===== src/rtl/even_parity_rx.sv =====
// Serial receiver for start/data/even-parity/stop frames sampled on a bit-time strobe.
// Completion results (data, error flags, valid pulse) are registered one clk after the stop sample.
module even_parity_rx #(
    parameter int unsigned DATA_W = 8
) (
    input  logic              clk,
    input  logic              rst,
    input  logic              bit_en,
    input  logic              serial_in,
    output logic [DATA_W-1:0] data_out,
    output logic              valid,
    output logic              parity_err,
    output logic              frame_err,
    output logic              busy
);

    localparam int unsigned CNT_W = $clog2(DATA_W) + 1;

    typedef enum logic [1:0] {
        IDLE   = 2'd0,
        DATA   = 2'd1,
        PARITY = 2'd2,
        STOP   = 2'd3
    } state_t;

    state_t            state_q, state_d;
    logic [CNT_W-1:0]  cnt_q, cnt_d;
    logic [DATA_W-1:0] shift_q, shift_d;
    logic [DATA_W-1:0] data_q, data_d;
    logic              par_bit_q, par_bit_d;
    logic              valid_q, valid_d;
    logic              perr_q, perr_d;
    logic              ferr_q, ferr_d;
    logic              busy_q, busy_d;

    // State and datapath registers
    always_ff @(posedge clk or posedge rst) begin
        if (rst) begin
            state_q   <= IDLE;
            cnt_q     <= '0;
            shift_q   <= '0;
            data_q    <= '0;
            par_bit_q <= 1'b0;
            valid_q   <= 1'b0;
            perr_q    <= 1'b0;
            ferr_q    <= 1'b0;
            busy_q    <= 1'b0;
        end else begin
            state_q   <= state_d;
            cnt_q     <= cnt_d;
            shift_q   <= shift_d;
            data_q    <= data_d;
            par_bit_q <= par_bit_d;
            valid_q   <= valid_d;
            perr_q    <= perr_d;
            ferr_q    <= ferr_d;
            busy_q    <= busy_d;
        end
    end

    // Next-state logic
    always_comb begin
        state_d = state_q;
        case (state_q)
            IDLE:    if (bit_en && !serial_in) state_d = DATA;
            DATA:    if (bit_en && (cnt_q == CNT_W'(DATA_W - 1))) state_d = PARITY;
            PARITY:  if (bit_en) state_d = STOP;
            STOP:    if (bit_en) state_d = IDLE;
            default: state_d = IDLE;
        endcase
    end

    // Datapath and output next values; nothing moves without a strobe
    always_comb begin
        cnt_d     = cnt_q;
        shift_d   = shift_q;
        data_d    = data_q;
        par_bit_d = par_bit_q;
        valid_d   = 1'b0;
        perr_d    = perr_q;
        ferr_d    = ferr_q;
        if (bit_en) begin
            case (state_q)
                IDLE: begin
                    if (!serial_in) cnt_d = '0;
                end
                DATA: begin
                    for (int i = 0; i < int'(DATA_W); i++) begin
                        if (cnt_q == CNT_W'(i)) shift_d[i] = serial_in;
                    end
                    cnt_d = cnt_q + CNT_W'(1);
                end
                PARITY: begin
                    par_bit_d = serial_in;
                end
                STOP: begin
                    valid_d = 1'b1;
                    data_d  = shift_q;
                    perr_d  = (^shift_q) ^ par_bit_q;
                    ferr_d  = ~serial_in;
                end
                default: begin
                    cnt_d = cnt_q;
                end
            endcase
        end
        // Busy stretches through the completion cycle even though the FSM is already idle
        busy_d = (state_d != IDLE) || valid_d;
    end

    assign data_out   = data_q;
    assign valid      = valid_q;
    assign parity_err = perr_q;
    assign frame_err  = ferr_q;
    assign busy       = busy_q;

endmodule


===== config.mk =====
export PLATFORM = sky130hd
export DESIGN_NAME = even_parity_rx
export DESIGN_NICKNAME = d
export VERILOG_FILES = /design/src/rtl/even_parity_rx.sv
export SDC_FILE = /design/constraint.sdc
export NUM_CORES = 1
export LEC_CHECK = 0
export ABC_CLOCK_PERIOD_IN_PS = 2900
export CAP_MARGIN = 10
export CORE_MARGIN = 1.5
export CORE_UTILIZATION = 50
export DETAILED_ROUTE_END_ITERATION = 16
export MAX_ROUTING_LAYER = met4
export PLACE_DENSITY = 0.79
export SYNTH_ARGS = -nofsm -noshare
export SYNTH_HDL_FRONTEND = slang
export SYNTH_SLANG_ARGS = --single-unit

===== constraint.sdc =====
create_clock -name clk -period 2.9 [get_ports clk]
set_input_delay 0.58 -clock clk [delete_from_list [all_inputs] [get_ports clk]]
set_output_delay 0.58 -clock clk [all_outputs]
set_load 0.05 [all_outputs]

==> metrics.md <==
| Metric | Value |
|---|---|
| Final TNS setup | `0 ns` |
| Multi-input logic area | `approximately 560 µm²` |
| Post-synth top area cell | `dfrtp_1` |
| RR Startpoint | `state_q[0]` |
| Pin count of the biggest net entering global routing | `28` |
| Fin. max-slew vios | `0` |
| Worst-path clk slew | `between 0.1 and 0.15 ns` |
| Initial antenna violation count | `0` |
| Leakage | `0.7095 nW` |
| Status | `completed` |
| Core Box Area | `between 0.002 and 0.0025 mm²` |
| Post-route DRC | `0` |
| Worst-Skew Late Latency | `around 0.32 ns` |
| Most frequent cell after synthesis | `dfrtp_1` |
| Total net switching power | `0.6491 mW` |
| FF+latch area | `between 600 and 700 µm²` |
| Share of the synthesized area in the top cell type | `52.73%` |
| Htree depth | `1` |
| Worst slew pin tran | `roughly 0.55 ns` |
| Internal Power | `a little under 1 mW` |
| Post-Syn Instances | `between 100 and 150` |
| Final-report setup violation count | `0` |
| Placer Congestion | `around 0.77` |
| Worst hold path cell count | `2` |
| Switching fraction of total power | `40.29%` |
| DP Area | `between 0.001 and 0.0015 mm²` |
| Root buf cell | `clkbuf_4` |
| Final Critical Period | `2.073 ns` |
| # resized after CTS | `0` |
| Worst vdd ir | `between 0.7 and 0.8 mV` |
| Number of enable flip-flop cells after synthesis | `0` |
| Vias in the first global route | `between 700 and 800` |
| Slowest stage cell, crit path | `clkdlybuf4s50_1` |
| Largest stage delay on the critical path | `about 0.8 ns` |
| WL per Instance | `roughly 13 µm` |
| Hold Fails Final Rpt | `0` |
| Worst setup SP type | `register` |
| Arrival time at the worst endpoint | `1.49 ns` |
| Seq/Total Area, Yosys | `52.73%` |
| First-pass GRT wire length | `3491 µm` |
| Mapped Area | `around 0.0013 mm²` |
| Area growth, synth to finish | `16.02%` |
| Vias per cell | `around 5.2` |
| TritonCTS clock tree | `built` |
| CP bufs+invs | `1` |
| Yosys reg bits | `27` |
| Number of fill cells | `between 200 and 250` |
| Period utilization | `around 71%` |
| # diodes | `0` |
| CP top delay family | `buffers and inverters` |
| Final Skew | `between 0.003 and 0.004 ns` |
| CP cell instances | `clkdlybuf4s50_1` |
| Critical path class | `reg -> out` |
| Yosys warning count | `0` |
| Mean Syn Cell Area | `about 12 µm²` |
| Hold_buf cts | `0` |
| Die ar. | `0.002875 mm²` |
| Max clock buf depth | `2` |
| R2R depth | `2` |
| Num CTS Buffers | `3` |
| Post-CTS Repair Setup Buffers | `0` |
| Starting density of the core | `52.19%` |
| Die W | `~54 µm` |
| IO Count | `16` |
| Drt first pass iters | `4` |
| Area contributors post-synth | `dfrtp_1 (53%), mux2_2 (12%), nand2_1 (5.3%)` |
| Max Fclk | `around 480 MHz` |
| Min-delay worst type | `reg -> reg` |
| Die height | `around 54 µm` |
| Grt ovf | `0` |
| Vias | `about 800` |
| MaxCap Viol Count | `0` |
| Async S/R FF share, synth | `100.0%` |
| CP endpoint kind | `output port` |
| # rows | `18` |
| Initial DRC Count | `7` |
| Clk pwr share | `9.9%` |
| CP Data Required Time | `between 2 and 2.5 ns` |
| Hold Crit Start | `frame_err` |
| Post-DP HPWL | `1513 µm` |
| Share of cells above drive strength 1 | `21.49%` |
| Antenna-violating nets left | `0` |
| Port Buf Inserts | `15` |
| RSZ-0062 raised after global routing | `false` |
| Nets | `130` |
| R2r endpoint | `data_out[1]` |
| Design area | `0.001486 mm²` |
| Part of the power in registers | `between 40% and 50%` |
| Worst Path Max Fanout | `2` |
| Gate power share | `about half` |
| Tot GR Track Use | `between 15 and 20%` |
| Synth cell types | `25` |
| Sink Count | `27` |
| Most frequent cells after synthesis | `dfrtp_1 (27), nand2_1 (18), mux2_2 (14)` |
| Prevailing post-synth register cell | `dfrtp_1` |
| Total Routed Length | `approximately 2000 µm` |
| Post-Syn Nets | `between 100 and 150` |
| WHS Endpoint | `frame_err` |
| Power per cell area | `1084 mW/mm²` |
| Reg2reg setup slack | `between 1 and 1.5 ns` |
| Worst relative slew slack | `between 60 and 70%` |
==> placed cells by master, fill, tap and decap left out, types with 2 or more instances in the layout <==
| cell type | synthesis | routed |
|---|---|---|
| clkbuf_4 | 0 | 3 |
| nand3_1 | 2 | 2 |
| xor2_1 | 2 | 2 |
| a22o_1 | 2 | 2 |
| o21ai_0 | 9 | 9 |
| xnor2_1 | 4 | 4 |
| inv_1 | 5 | 5 |
| clkdlybuf4s50_1 | 0 | 15 |
| mux2_4 | 2 | 2 |
| ha_1 | 4 | 4 |
| mux2_2 | 14 | 14 |
| nand2_1 | 18 | 18 |
| dfrtp_1 | 27 | 27 |
| buf_4 | 1 | 2 |
==> layer usage <==
metal / GRT usage (%) / wire length [µm]
met5: - / 0
met4: 8.974 / 34
met3: 2.500 / 51
met2: 27.57 / 1047
met1: 24.00 / 902
==> power groups by stage <==
stage          sequential, mW  clock (mW)  combinational, mW
2_1_floorplan           0.830           0              0.437
3_3_place_gp            0.669           0              0.767
3_5_place_dp            0.681           0              0.786
4_1_cts                 0.672       0.166              0.792
5_1_grt                 0.697       0.178              0.845
6_report                0.670       0.159              0.782
==> flip-flops by register name, summed over array words and instances (netlist names) <==
name / cells
busy: 1
cnt_q: 4
data_out: 8
frame_err: 1
par_bit_q: 1
parity_err: 1
shift_q: 8
state_q: 2
valid: 1
==> cells by family after synthesis <==
family / share of synthesized area, %
xor+xnor: 5.859
flops: 52.73
simple gates: 12.31
fa+ha+maj: 3.906
mux: 15.43
compound gates: 6.445
buf+inv: 3.320
==> worst max path at each step <==
stage | depth (start not counted) | slack (ns) | start | end
2_1_floorplan | 4 | 1.48 | bit_en | shift_q[7]
3_3_place_gp | 3 | 0.71 | bit_en | data_out[3]
3_5_place_dp | 3 | 0.61 | bit_en | data_out[6]
4_1_cts | 1 | 0.81 | data_out[6] | data_out[6]
5_1_grt | 1 | 0.76 | frame_err | frame_err
6_report | 1 | 0.83 | data_out[6] | data_out[6]
==> per-stage QoR <==
step | hold slack [ns] | util [%] | setup slack, ns | cells | power (mW)
final | 0.4958 | 60.55 | 0.8271 | 151 | 1.611
after global routing | 0.5330 | 60.55 | 0.7608 | 151 | 1.719
after CTS | 0.5063 | 60.55 | 0.8059 | 151 | 1.630
after detailed placement | 0.4749 | 59.48 | 0.6054 | 147 | 1.467
after global placement | 0.4611 | 59.48 | 0.7136 | 147 | 1.436
after floorplan | 0.4677 | - | 1.484 | 103 | 1.267
==> cell type report <==
type | count | share of cell area, %
Multi-Input combinational cell | 68 | 37.88
Inverter | 5 | 1.263
Clock buffer | 4 | 1.768
Timing Repair Buffer | 17 | 11.11
Tap cell | 30 | 2.525
Sequential cell | 27 | 45.45
==> tightest hold or removal path: stages (launching register included) <==
cell     delay [ns]
dfrtp_1        0.37
nand2_1        0.04
o21ai_0        0.06
(Power assumes the default switching activity.)
